`src/rtl/alu_sequencer.sv`:
```
//==============================================================================
// Module   : alu_sequencer
// Brief    : Multi-cycle ALU: single-cycle ops, iterative shifts, shift-add MUL.
// Revision : 1.0
//==============================================================================
`default_nettype none

module alu_sequencer #(
    parameter int DATA_WIDTH = 8
) (
    input  logic                  clk,
    input  logic                  rst_n,
    input  logic                  start,
    input  logic [DATA_WIDTH-1:0] dr0,
    input  logic [DATA_WIDTH-1:0] dr1,
    input  logic [DATA_WIDTH-1:0] cr,
    output logic                  busy,
    output logic                  done,
    output logic [DATA_WIDTH-1:0] result,
    output logic [DATA_WIDTH-1:0] result_hi,
    output logic [3:0]            flags,
    output logic                  err
);

    localparam int c_CNT_W = $clog2(DATA_WIDTH + 1);

    localparam logic [3:0] c_OP_ADD = 4'd0;
    localparam logic [3:0] c_OP_SUB = 4'd1;
    localparam logic [3:0] c_OP_AND = 4'd2;
    localparam logic [3:0] c_OP_OR  = 4'd3;
    localparam logic [3:0] c_OP_XOR = 4'd4;
    localparam logic [3:0] c_OP_SHL = 4'd5;
    localparam logic [3:0] c_OP_SHR = 4'd6;
    localparam logic [3:0] c_OP_MUL = 4'd7;

    typedef enum logic [2:0] {
        S_IDLE  = 3'd0,
        S_EXEC  = 3'd1,
        S_SHIFT = 3'd2,
        S_MUL   = 3'd3,
        S_DONE  = 3'd4
    } state_t;

    state_t                r_state;
    state_t                w_next;
    logic [DATA_WIDTH-1:0] r_a;
    logic [DATA_WIDTH-1:0] r_b;
    logic [DATA_WIDTH-1:0] r_acc;
    logic [3:0]            r_op;
    logic [c_CNT_W-1:0]    r_cnt;
    logic [DATA_WIDTH-1:0] r_result;
    logic [DATA_WIDTH-1:0] r_result_hi;
    logic [3:0]            r_flags;
    logic                  r_err;

    logic [3:0]            w_op_in;
    logic                  w_is_shift_in;
    logic [DATA_WIDTH:0]   w_sum;
    logic [DATA_WIDTH:0]   w_diff;
    logic [DATA_WIDTH-1:0] w_sh_val;
    logic                  w_sh_out;
    logic [DATA_WIDTH:0]   w_mul_sum;
    logic [DATA_WIDTH-1:0] w_mul_hi;
    logic [DATA_WIDTH-1:0] w_mul_lo;
    logic                  w_load;
    logic [DATA_WIDTH-1:0] w_res;
    logic [DATA_WIDTH-1:0] w_res_hi;
    logic                  w_c;
    logic                  w_v;
    logic                  w_err;
    logic                  w_unused_cr;

    assign w_op_in       = cr[3:0];
    assign w_unused_cr   = ^cr[DATA_WIDTH-1:4];
    assign w_is_shift_in = (w_op_in == c_OP_SHL) || (w_op_in == c_OP_SHR);

    assign w_sum  = {1'b0, r_a} + {1'b0, r_b};
    assign w_diff = {1'b0, r_a} - {1'b0, r_b};

    assign w_sh_val = (r_op == c_OP_SHL) ? {r_a[DATA_WIDTH-2:0], 1'b0}
                                         : {1'b0, r_a[DATA_WIDTH-1:1]};
    assign w_sh_out = (r_op == c_OP_SHL) ? r_a[DATA_WIDTH-1] : r_a[0];

    // One shift-add step: r_acc is the running high word, r_b shifts the
    // multiplier out LSB-first while product low bits shift in from the top.
    assign w_mul_sum = r_b[0] ? ({1'b0, r_acc} + {1'b0, r_a}) : {1'b0, r_acc};
    assign w_mul_hi  = w_mul_sum[DATA_WIDTH:1];
    assign w_mul_lo  = {w_mul_sum[0], r_b[DATA_WIDTH-1:1]};

    always_ff @(posedge clk or negedge rst_n) begin
        if (!rst_n) begin
            r_state <= S_IDLE;
        end else begin
            r_state <= w_next;
        end
    end

    always_comb begin
        w_next   = r_state;
        w_load   = 1'b0;
        w_res    = '0;
        w_res_hi = '0;
        w_c      = 1'b0;
        w_v      = 1'b0;
        w_err    = 1'b0;
        busy     = (r_state != S_IDLE);
        done     = (r_state == S_DONE);
        case (r_state)
            S_IDLE: begin
                if (start) begin
                    if (w_op_in == c_OP_MUL) begin
                        w_next = S_MUL;
                    end else if (w_is_shift_in && (dr1[2:0] != 3'd0)) begin
                        w_next = S_SHIFT;
                    end else begin
                        w_next = S_EXEC;
                    end
                end
            end
            S_EXEC: begin
                w_load = 1'b1;
                w_next = S_DONE;
                case (r_op)
                    c_OP_ADD: begin
                        w_res = w_sum[DATA_WIDTH-1:0];
                        w_c   = w_sum[DATA_WIDTH];
                        w_v   = (r_a[DATA_WIDTH-1] == r_b[DATA_WIDTH-1]) &&
                                (w_sum[DATA_WIDTH-1] != r_a[DATA_WIDTH-1]);
                    end
                    c_OP_SUB: begin
                        w_res = w_diff[DATA_WIDTH-1:0];
                        w_c   = w_diff[DATA_WIDTH];
                        w_v   = (r_a[DATA_WIDTH-1] != r_b[DATA_WIDTH-1]) &&
                                (w_diff[DATA_WIDTH-1] != r_a[DATA_WIDTH-1]);
                    end
                    c_OP_AND: w_res = r_a & r_b;
                    c_OP_OR:  w_res = r_a | r_b;
                    c_OP_XOR: w_res = r_a ^ r_b;
                    c_OP_SHL, c_OP_SHR: w_res = r_a;
                    default:  w_err = 1'b1;
                endcase
            end
            S_SHIFT: begin
                if (r_cnt == c_CNT_W'(1)) begin
                    w_load = 1'b1;
                    w_res  = w_sh_val;
                    w_c    = w_sh_out;
                    w_next = S_DONE;
                end
            end
            S_MUL: begin
                if (r_cnt == c_CNT_W'(1)) begin
                    w_load   = 1'b1;
                    w_res    = w_mul_lo;
                    w_res_hi = w_mul_hi;
                    w_c      = |w_mul_hi;
                    w_next   = S_DONE;
                end
            end
            S_DONE: w_next = S_IDLE;
            default: w_next = S_IDLE;
        endcase
    end

    always_ff @(posedge clk or negedge rst_n) begin
        if (!rst_n) begin
            r_a   <= '0;
            r_b   <= '0;
            r_acc <= '0;
            r_op  <= '0;
            r_cnt <= '0;
        end else begin
            case (r_state)
                S_IDLE: begin
                    if (start) begin
                        r_a   <= dr0;
                        r_b   <= dr1;
                        r_op  <= w_op_in;
                        r_acc <= '0;
                        r_cnt <= (w_op_in == c_OP_MUL) ? c_CNT_W'(DATA_WIDTH)
                                                       : c_CNT_W'(dr1[2:0]);
                    end
                end
                S_SHIFT: begin
                    r_a   <= w_sh_val;
                    r_cnt <= r_cnt - c_CNT_W'(1);
                end
                S_MUL: begin
                    r_acc <= w_mul_hi;
                    r_b   <= w_mul_lo;
                    r_cnt <= r_cnt - c_CNT_W'(1);
                end
                default: ;
            endcase
        end
    end

    // Result registers only move when an op completes, so they hold while busy.
    always_ff @(posedge clk or negedge rst_n) begin
        if (!rst_n) begin
            r_result    <= '0;
            r_result_hi <= '0;
            r_flags     <= '0;
            r_err       <= 1'b0;
        end else if (w_load) begin
            r_result    <= w_res;
            r_result_hi <= w_res_hi;
            r_flags     <= {(w_res == '0), w_c, w_res[DATA_WIDTH-1], w_v};
            r_err       <= w_err;
        end
    end

    assign result    = r_result;
    assign result_hi = r_result_hi;
    assign flags     = r_flags;
    assign err       = r_err;

endmodule

`default_nettype wire

```
`config.mk`:
```
export PLATFORM = sky130hd
export DESIGN_NAME = alu_sequencer
export DESIGN_NICKNAME = d
export VERILOG_FILES = /design/src/rtl/alu_sequencer.sv
export SDC_FILE = /design/constraint.sdc
export NUM_CORES = 1
export LEC_CHECK = 0
export BUFFER_PORTS_ARGS = -buffer_cell sky130_fd_sc_hd__buf_2
export CAP_MARGIN = 10
export CELL_PAD_IN_SITES_DETAIL_PLACEMENT = 0
export CELL_PAD_IN_SITES_GLOBAL_PLACEMENT = 1
export CORE_ASPECT_RATIO = 1.2
export CORE_MARGIN = 3
export CORE_UTILIZATION = 40
export DETAILED_ROUTE_END_ITERATION = 7
export PLACE_DENSITY = 0.8
export SYNTH_ARGS = -nofsm -noshare
export SYNTH_HDL_FRONTEND = slang
export SYNTH_SLANG_ARGS = --single-unit
```
`constraint.sdc`:
```
create_clock -name clk -period 2.5 [get_ports clk]
set_input_delay 0.375 -clock clk [delete_from_list [all_inputs] [get_ports clk]]
set_output_delay 0.375 -clock clk [all_outputs]
set_load 0.01 [all_outputs]
```
==> reports/qor.txt, run 1 <==
======================================================================================================
Critical Path Sink Type .................................................................     register
CTS tree ................................................................................         done
GRT Overall Usage .......................................................................        25.2%
Failing checks .......................................................................... setup timing
Number of cell instances on the worst register-to-register path .........................           10
Placer's final routability congestion estimate ..........................................        0.910
Flip-flop and latch count after synthesis ...............................................           55
CP required .............................................................................      2.74 ns
Cell family with most CP delay .......................................................... compound AO/OA/AOI/OAI gates
Die area ................................................................................ 12,200 sq um
Fraction of synthesized cell area taken by the top area cell type .......................        31.6%
Least-Margin Pin Slew ...................................................................     0.733 ns
Crit-path cells ......................................................................... inv_1 > ha_1 > or3b_2 > a21oi_1 > a2111oi_2 > buf_4 > o21ai_1 > or4_4 > a21oi_4 > a32o_1
Top_reg_cell synth ......................................................................      dfrtp_1
Area of the mapped netlist ..............................................................   4350 sq um
Fraction of final layout cells sized beyond drive strength 1 ............................        37.3%
Root Buffer .............................................................................    clkbuf_16
Gate count of the mapped netlist ........................................................          525
Max-slew violations .....................................................................            0
Initial standard-cell utilization of the core ...........................................        41.2%
Yosys synthesis warning count ...........................................................            0
Number of enable flip-flop cells after synthesis ........................................            0
Setup crit start ........................................................................       r_a[6]
Hpwl dp .................................................................................      11.4 mm
Worst path slowest cell .................................................................        or4_4
Average cell area after synthesis .......................................................   8.29 sq um
Largest incremental delay on the critical path ..........................................      0.59 ns
Crit path setup slack, layout ...........................................................   -0.0981 ns
Final net count .........................................................................          751
Ys async rst share ......................................................................         100%
Clock Latency Late Sink .................................................................      0.31 ns
Pre-Repair DR Iteration Count ...........................................................            5
Library cell occupying the most area in the post-synthesis netlist ......................      dfrtp_1
Cell leakage power ......................................................................      2.91 nW
Type of element launching the critical path .............................................     register
Achievable clock frequency ..............................................................      385 MHz
Max Cap Viol ............................................................................            0
Leading cell type in the layout, fill and taps excluded .................................        buf_4
Post-Route Skew .........................................................................    0.0102 ns
Final routed wire length divided by cell count .......................................... 18.3 microns
Top Ports ...............................................................................           50
Final setup fails .......................................................................            3
Die W ...................................................................................  101 microns
Area added between synthesis and finish .................................................        42.2%
FP Rows .................................................................................           41
Maximum net fanout on the critical path .................................................            2
Commonest cells after routing, fill and taps aside ...................................... buf_4, nor2_1, nand2_1, dfrtp_1, buf_2
Portion of the clock cycle consumed by the worst path in the final layout ...............         104%
Number of antenna violations at the first check in global routing .......................            0
Clock H-tree levels .....................................................................            2
Final routed DRC violation total ........................................................            0
Share of the yosys chip area belonging to registers .....................................        31.6%
Count of vias placed by the detailed router .............................................        4,619
Slack of the worst reg-to-reg path ......................................................      -0.1 ns
Outcome ................................................................................. complete, but fails checks
Hold Buf Count CTS ......................................................................            0
Worst Path Buf+Inv ......................................................................            2
Number of clock buffers inserted by TritonCTS ...........................................            5
Largest net degree at the start of global routing .......................................           39
Min Clock Period, post-route ............................................................      2.60 ns
Total nets after synthesis ..............................................................          590
Critical Path Sink ......................................................................     flags[3]
Class of the tightest hold or removal check ............................................. primary input to asynchronous set/reset pin
Height of the chip ......................................................................  120 microns
Clk sink count ..........................................................................           55
Reg-to-Reg Start ........................................................................       r_a[6]
Worst vdd rail ir drop ..................................................................   0.000615 V
Total power density per cell area ....................................................... 1500 nW/um^2
Count of routing violations after the opening detailed-route iteration ..................          242
Capture instance of the worst register-to-register path .................................     flags[3]
Vias per cell ...........................................................................         5.66
Setup repair after global routing missed its margin .....................................         true
First-pass GRT wire length ..............................................................      23.8 mm
Path length in cells of the critical path ...............................................           10
Clock transition at the register clock pins on the worst setup and hold paths after CTS .      0.08 ns
Routed Wire Length ......................................................................      14.9 mm
Setup CP Type ........................................................................... register to register
Synth area leaders ...................................................................... dfrtp_1, ha_1, a21oi_1
Worst endpoint data arrival time ........................................................      2.84 ns
Count of unique library cells instantiated by Yosys .....................................           75
Remaining antenna violation count .......................................................            0
Hold Worst Slack ........................................................................     0.118 ns
Vias in the first global route ..........................................................        4,579
Total power .............................................................................    0.00927 W
Antenna fix cells .......................................................................            0
Clock tree buffer depth .................................................................            2
Sum of overflow across all layers after global routing ..................................            0
Worst slew margin relative to its limit .................................................        51.2%
Number of hold violations in the final report ...........................................            0
Floorplan core area ..................................................................... 10,600 sq um
Buffers added on ports ..................................................................           45
======================================================================================================
==> power by group <==
group	total [W]	internal (W)	leakage, nW	switching (W)
combinational	0.00691	0.00338	2.12	0.00353
sequential	0.00152	0.00123	0.700	0.000295
clock	0.000832	0.000478	0.0815	0.000353
==> worst min path at each step <==
stage | start | to | slack, ns
finish | rst_n | result_hi[3] | 0.12
CTS | rst_n | result_hi[3] | 0.14
global placement | rst_n | result_hi[3] | 0.46
detailed placement | result[1] | result[1] | 0.46
global route | rst_n | result_hi[3] | 0.17
floorplan | rst_n | err | 0.08
==> state kept, by name, indices dropped and copies added (netlist names) <==
signal	cells
r_a	8
r_acc	8
r_b	8
result_hi	8
result	7
flags	4
r_cnt	4
r_op	4
r_state	3
err	1
==> worst register-to-register path, stage by stage (launching register included) <==
cell	delay, ns
dfrtp_1	0.36
inv_1	0.08
ha_1	0.31
or3b_2	0.20
a21oi_1	0.06
a2111oi_2	0.37
buf_4	0.17
o21ai_1	0.07
or4_4	0.59
a21oi_4	0.16
a32o_1	0.18
==> cell type report <==
cell class	instances	area, sq um
repair buffers	184	1320
clock inverters	2	38.8
well taps	129	161
inverters	32	123
flip-flops and latches	55	1380
clock buffers	6	129
fillers	941	4380
multi-input cells	408	3040
==> kinds of logic (layout without fill, tap and decap cells) <==
logic type	Yosys count	in the layout	share of synthesized area [%]
simple gates	190	190	22.2
mux	11	11	2.56
xor+xnor	8	8	1.61
buf+inv	62	224	5.89
flops	55	55	31.6
fa+ha+maj	38	38	11.4
compound gates	161	161	24.6
==> per-stage QoR <==
step	worst slack (ns)	setup TNS (ns)	area, sq um	instances	utilization [%]
floorplan	0.00435	0	4380	525	-
global placement	-0.256	-0.694	5620	794	53.1
detailed placement	-0.280	-0.910	5620	794	53.1
CTS	-0.0460	-0.0880	6010	813	56.9
global route	-0.145	-0.417	6190	816	58.6
finish	-0.0981	-0.223	6190	816	58.6
==> layer usage <==
metal / track usage [%] / part of all wire, % / up-vias
met2: 41.9 / 50 / 125
met1: 31.7 / 42 / 2231
li1: - / - / 2224
met4: 13.4 / 4.8 / 0
met3: 2.77 / 3.4 / 39
met5: 0 / 0 / -
==> cell usage after synthesis (3+ instances only) <==
| cell type | n |
|---|---|
| a211o_1 | 3 |
| a211oi_1 | 13 |
| a21o_1 | 9 |
| a21oi_1 | 45 |
| a221o_1 | 3 |
| a22oi_1 | 5 |
| a311oi_1 | 4 |
| a31oi_1 | 4 |
| a32oi_1 | 3 |
| and2_1 | 4 |
| buf_2 | 7 |
| clkbuf_1 | 19 |
| dfrtp_1 | 55 |
| fa_1 | 3 |
| ha_1 | 35 |
| inv_1 | 31 |
| mux2i_1 | 10 |
| nand2_1 | 51 |
| nand3_1 | 18 |
| nand3b_1 | 4 |
| nor2_1 | 55 |
| nor2b_1 | 9 |
| nor3_1 | 13 |
| nor3b_1 | 8 |
| nor4b_1 | 3 |
| o21a_1 | 5 |
| o21ai_0 | 33 |
| o21bai_1 | 3 |
| o31ai_1 | 3 |
| or4_1 | 3 |
| xnor2_1 | 5 |
| xor2_1 | 3 |
==> timing repair <==
action | CTS | global route
gates cloned | 0 | 0
pin swaps | 19 | 18
buffers inserted | 11 | 3
gates resized for setup | 32 | 34
setup endpoints to repair | 9 | 10
Note: power is estimated with default switching activity, not from simulation.
==> run 2, diff against run 1 <==
Settings changed: CORE_UTILIZATION 40 to 45, PLACE_DENSITY 0.8 to 0.84.
Clock period 2.5 ns to 3.2 ns, I/O delays scaled along.
==> reports/qor.txt, run 2 (synthesized netlist as in run 1, its figures left out) <==
======================================================================================================
Worst path slowest cell .................................................................        or4_1
Number of clock buffers inserted by TritonCTS ...........................................            5
Combined area of the multi-input logic cells ............................................   2730 sq um
Outcome ................................................................................. finished, final reports clean
Max Cap Viol ............................................................................            0
Final routed wire length divided by cell count .......................................... 18.0 microns
CTS tree ................................................................................         done
Layer with the highest usage ............................................................         met2
Total power density per cell area ....................................................... 1070 nW/um^2
Area added between synthesis and finish .................................................        13.1%
Hold Buf Count CTS ......................................................................            0
GRT Overall Usage .......................................................................        23.9%
Vias in the first global route ..........................................................        3,943
Final Core Density ......................................................................        53.4%
Buffers added on ports ..................................................................           45
Min Clock Period, post-route ............................................................      3.04 ns
Sum of overflow across all layers after global routing ..................................            0
Pre-Repair DR Iteration Count ...........................................................            5
Count of routing violations after the opening detailed-route iteration ..................          216
Setup CP Type ........................................................................... register to register
Cell leakage power ......................................................................      2.29 nW
Fraction of final layout cells sized beyond drive strength 1 ............................        16.2%
Height of the chip ......................................................................  114 microns
CP required .............................................................................      3.47 ns
Worst vdd rail ir drop ..................................................................   0.000454 V
Root Buffer .............................................................................     clkbuf_8
Remaining antenna violation count .......................................................            0
Clock H-tree levels .....................................................................            2
Placement-stage cell area ...............................................................   4830 sq um
Critical Path Sink Type .................................................................     register
FP Rows .................................................................................           38
Clock tree buffer depth .................................................................            2
Final setup fails .......................................................................            0
Clock transition at the register clock pins on the worst setup and hold paths after CTS .      0.12 ns
Routed Wire Length ......................................................................      12.6 mm
Antenna fix cells .......................................................................            0
Vias per cell ...........................................................................         5.89
Max-slew violations .....................................................................            0
Class of the tightest hold or removal check ............................................. primary input to asynchronous set/reset pin
Largest net degree at the start of global routing .......................................           39
Hpwl dp .................................................................................      9.76 mm
Top Ports ...............................................................................           50
Final net count .........................................................................          643
GR met1 Demand/Resource .................................................................        31.4%
Number of hold violations in the final report ...........................................            0
Post-cts repair resize count ............................................................            0
Final routed DRC violation total ........................................................            0
Die W ................................................................................... 95.8 microns
Achievable clock frequency ..............................................................      329 MHz
Post-CTS setup buffers ..................................................................            0
Final sum of negative setup slack .......................................................         0 ns
Setup repair after global routing missed its margin .....................................        false
Clock Latency Late Sink .................................................................      0.33 ns
First-pass GRT wire length ..............................................................      20.3 mm
Register cell area after layout .........................................................   1380 sq um
Post-Route Skew .........................................................................    0.0161 ns
Maximum net fanout on the critical path .................................................            5
Type of element launching the critical path .............................................     register
Number of antenna violations at the first check in global routing .......................            0
Crit-path cells ......................................................................... inv_1 > ha_1 > a211oi_1 > nor3b_1 > o31a_1 > o31a_1 > or4_1 > a21oi_1 > a32o_1
Initial standard-cell utilization of the core ...........................................        47.2%
Worst slew margin relative to its limit .................................................        45.9%
Placer's final routability congestion estimate ..........................................        0.935
Least-Margin Pin Slew ...................................................................     0.791 ns
Global-route track usage on met2 ........................................................        38.9%
Slack of the worst reg-to-reg path ......................................................      0.16 ns
Floorplan core area .....................................................................   9220 sq um
Die area ................................................................................ 10,900 sq um
Finished Cell Area ......................................................................   4920 sq um
Commonest cells after routing, fill and taps aside ...................................... nor2_1, dfrtp_1, nand2_1, a21oi_1, buf_2
Layout fillers ..........................................................................          910
Clk sink count ..........................................................................           55
M3 GR Usage .............................................................................        3.36%
Worst endpoint data arrival time ........................................................      3.31 ns
CP dominant cell by count ...............................................................       o31a_1
Largest incremental delay on the critical path ..........................................      0.58 ns
Portion of the clock cycle consumed by the worst path in the final layout ...............        94.9%
Count of vias placed by the detailed router .............................................        4,119
======================================================================================================
-- run 2: area by class of cell --
| type | count | share of cell area [%] |
|---|---|---|
| clock inverter | 3 | 0.458 |
| multi-input combinational | 408 | 55.4 |
| inverter | 32 | 2.44 |
| sequential | 55 | 28.0 |
| timing repair buffer | 76 | 9.30 |
| tap | 120 | 3.05 |
| clock buffer | 5 | 1.40 |
-- run 2: worst max-delay path: cells and delay by family (launching register included) --
family | cells | cell delay [ns]
AOI/OAI and AO/OA | 5 | 1.38
adders and majority gates | 1 | 0.33
buffers and inverters | 1 | 0.08
and+or+nand+nor | 2 | 0.74
DFF | 1 | 0.45
-- run 2: stage by stage --
stage	setup WS, ns	instances	total power (W)	hold WS, ns
6_report	0.163	699	0.00526	0.0793
5_1_grt	0.0385	699	0.00572	0.0969
4_1_cts	0.203	699	0.00522	0.0857
3_5_place_dp	0.209	691	0.00480	0.440
3_3_place_gp	0.259	691	0.00475	0.438
2_1_floorplan	0.418	525	0.00370	0.184
-- run 2: final timing paths --
| path | end | cells past startpoint | from |
|---|---|---|---|
| max in group asynchronous | r_a[3] | 2 | rst_n |
| setup / recovery | flags[3] | 9 | r_a[1] |
| hold reg to reg | result_hi[7] | 2 | result_hi[7] |
| min in group clk | r_op[2] | 3 | cr[2] |
| hold / removal | r_cnt[3] | 1 | rst_n |
| setup reg to reg | flags[3] | 9 | r_a[1] |
-- run 2: report_power, final --
part	leakage (nW)	switching, W	total [W]	internal (W)
sequential	0.707	0.000306	0.00126	0.000950
combinational	1.53	0.00209	0.00359	0.00150
clock	0.0485	0.000254	0.000412	0.000158
total	2.29	0.00265	0.00526	0.00260
-- run 2: per-layer routing --
layer  part of all wire [%]  vias to the layer above
met4                    3.1                        0
met3                    3.7                       31
met1                     44                     1980
li1                       -                     2011
met5                      0                        -
met2                     49                       97
==> run 3, diff against run 2 <==
Settings changed: SETUP_SLACK_MARGIN set to 0.5.
==> reports/qor.txt, run 3 (synthesized netlist as in run 1, its figures left out) <==
======================================================================================================
Outcome ................................................................................. finished, final reports clean
Achievable clock frequency ..............................................................      369 MHz
FP Rows .................................................................................           38
Area added between synthesis and finish .................................................        22.0%
Post-Route Skew .........................................................................    0.0158 ns
Height of the chip ......................................................................  114 microns
Cell leakage power ......................................................................      2.39 nW
Worst endpoint data arrival time ........................................................      2.98 ns
Crit-path cells ......................................................................... inv_2 > ha_4 > inv_1 > fa_1 > a222oi_1 > a31oi_1 > a21oi_2 > nand3_1 > nor4b_2 > a32o_1
Vias in the first global route ..........................................................        4,037
Type of element launching the critical path .............................................     register
Final std cells w/o fill ................................................................          712
CTS tree ................................................................................         done
Min Clock Period, post-route ............................................................      2.71 ns
Critical Path Sink Type .................................................................     register
Setup repair after global routing missed its margin .....................................        false
Leading cell type in the layout, fill and taps excluded .................................       nor2_1
Clock Latency Late Sink .................................................................      0.33 ns
Final setup fails .......................................................................            0
Worst vdd rail ir drop ..................................................................   0.000411 V
Clock H-tree levels .....................................................................            2
Top Ports ...............................................................................           50
Final routed DRC violation total ........................................................            0
Clock transition at the register clock pins on the worst setup and hold paths after CTS .      0.11 ns
Vias per cell ...........................................................................         6.02
Cell family with most CP delay .......................................................... compound AO/OA/AOI/OAI gates
Count of vias placed by the detailed router .............................................        4,285
First-pass GRT wire length ..............................................................      21.2 mm
Final routed wire length divided by cell count .......................................... 19.0 microns
Cells after DPL .........................................................................          693
Die area ................................................................................ 10,900 sq um
Worst Path Buf+Inv ......................................................................            2
Largest net degree at the start of global routing .......................................           41
Die W ................................................................................... 95.8 microns
Clock tree buffer depth .................................................................            2
Commonest cells after routing, fill and taps aside ...................................... nor2_1, nand2_1, dfrtp_1, buf_2, buf_4
Count of routing violations after the opening detailed-route iteration ..................          347
Number of clock buffers inserted by TritonCTS ...........................................            5
Hpwl dp .................................................................................      10.0 mm
Layout fillers ..........................................................................          861
Initial standard-cell utilization of the core ...........................................        47.2%
Class of the tightest hold or removal check ............................................. primary input to asynchronous set/reset pin
Worst slew margin relative to its limit .................................................        36.9%
Pre-Repair DR Iteration Count ...........................................................            5
Number of hold violations in the final report ...........................................            0
Total power density per cell area ....................................................... 1120 nW/um^2
Routed Wire Length ......................................................................      13.5 mm
Final sum of negative setup slack .......................................................         0 ns
Final net count .........................................................................          656
Clk sink count ..........................................................................           55
Setup CP Type ........................................................................... register to register
Placer's final routability congestion estimate ..........................................        0.943
Least-Margin Pin Slew ...................................................................     0.947 ns
Buffers added on ports ..................................................................           45
Remaining antenna violation count .......................................................            0
Root Buffer .............................................................................     clkbuf_8
CP required .............................................................................      3.47 ns
Sum of overflow across all layers after global routing ..................................            0
Worst path slowest cell .................................................................      dfrtp_2
Portion of the clock cycle consumed by the worst path in the final layout ...............        84.7%
Maximum net fanout on the critical path .................................................            6
Hold Buf Count CTS ......................................................................            0
Max Cap Viol ............................................................................            0
Number of antenna violations at the first check in global routing .......................            0
Largest incremental delay on the critical path ..........................................      0.48 ns
Fraction of final layout cells sized beyond drive strength 1 ............................        25.2%
Antenna fix cells .......................................................................            0
GRT Overall Usage .......................................................................        25.0%
Floorplan core area .....................................................................   9220 sq um
Max-slew violations .....................................................................            0
======================================================================================================
[run 3: cell types whose count changed in the layout (fill, tap and decap cells not counted), sizes merged]
cell	previous run	this run
clkbuf	5	6
buf	76	89
clkinv	3	2
[run 3: repair_timing]
action,4_1_cts,5_1_grt
endpoints found under the setup margin,6,4
buffers inserted,2,9
pin swaps,5,15
gates resized for setup,13,43
[run 3: final cells by class]
cell class	count	area, sq um	area share (%)
multi-input cells	408	2980	56.1
repair buffers	89	572	10.8
inverters	32	120	2.26
clock buffers	6	82.6	1.56
clock inverters	2	13.8	0.259
well taps	120	150	2.83
flip-flops and latches	55	1390	26.2
[run 3: worst paths after layout]
kind	end	slack, ns	start	depth (start not counted)
setup / recovery	flags[3]	0.49	r_a[0]	10
max in group asynchronous	r_acc[0]	2.11	rst_n	2
min in group clk	r_op[2]	0.36	cr[2]	3
setup reg to reg	flags[3]	0.49	r_a[0]	10
hold / removal	r_cnt[0]	0.29	rst_n	1
hold reg to reg	result[3]	0.48	result[3]	1
[run 3: routing by layer]
layer	global-route usage (%)	wire, microns	vias up
li1	-	-	2026
met1	33.9	5720	2071
met2	40.4	6600	153
met3	2.84	708	35
met4	10.1	500	0
met5	0	0	-
[run 3: metrics by stage]
stage / setup WS (ns) / hold slack [ns] / power (W) / utilization (%) / cell area [sq um]
final: 0.489 / 0.295 / 0.00595 / 57.6 / 5310
after CTS: 0.476 / 0.322 / 0.00540 / 54.3 / 5010
after detailed placement: 0.199 / 0.461 / 0.00487 / 52.7 / 4860
after global routing: 0.382 / 0.357 / 0.00642 / 57.6 / 5310
after global placement: 0.258 / 0.456 / 0.00480 / 52.7 / 4860
after floorplan: 0.510 / 0.184 / 0.00370 / - / 4350
[run 3: report_power, final]
part	leakage (nW)	total [W]	internal (W)	switching, W
Clock	0.0516	0.000423	0.000178	0.000245
Sequential	0.696	0.00126	0.000965	0.000298
Combinational	1.64	0.00427	0.00186	0.00241
Total	2.39	0.00595	0.00300	0.00295
[run 3: worst reg2reg max path, cell delays in order, from the launching register on]
cell      delay (ns)
dfrtp_2         0.48
inv_2           0.11
ha_4            0.14
inv_1           0.04
fa_1            0.43
a222oi_1        0.41
a31oi_1         0.16
a21oi_2         0.22
nand3_1         0.13
nor4b_2         0.33
a32o_1          0.22
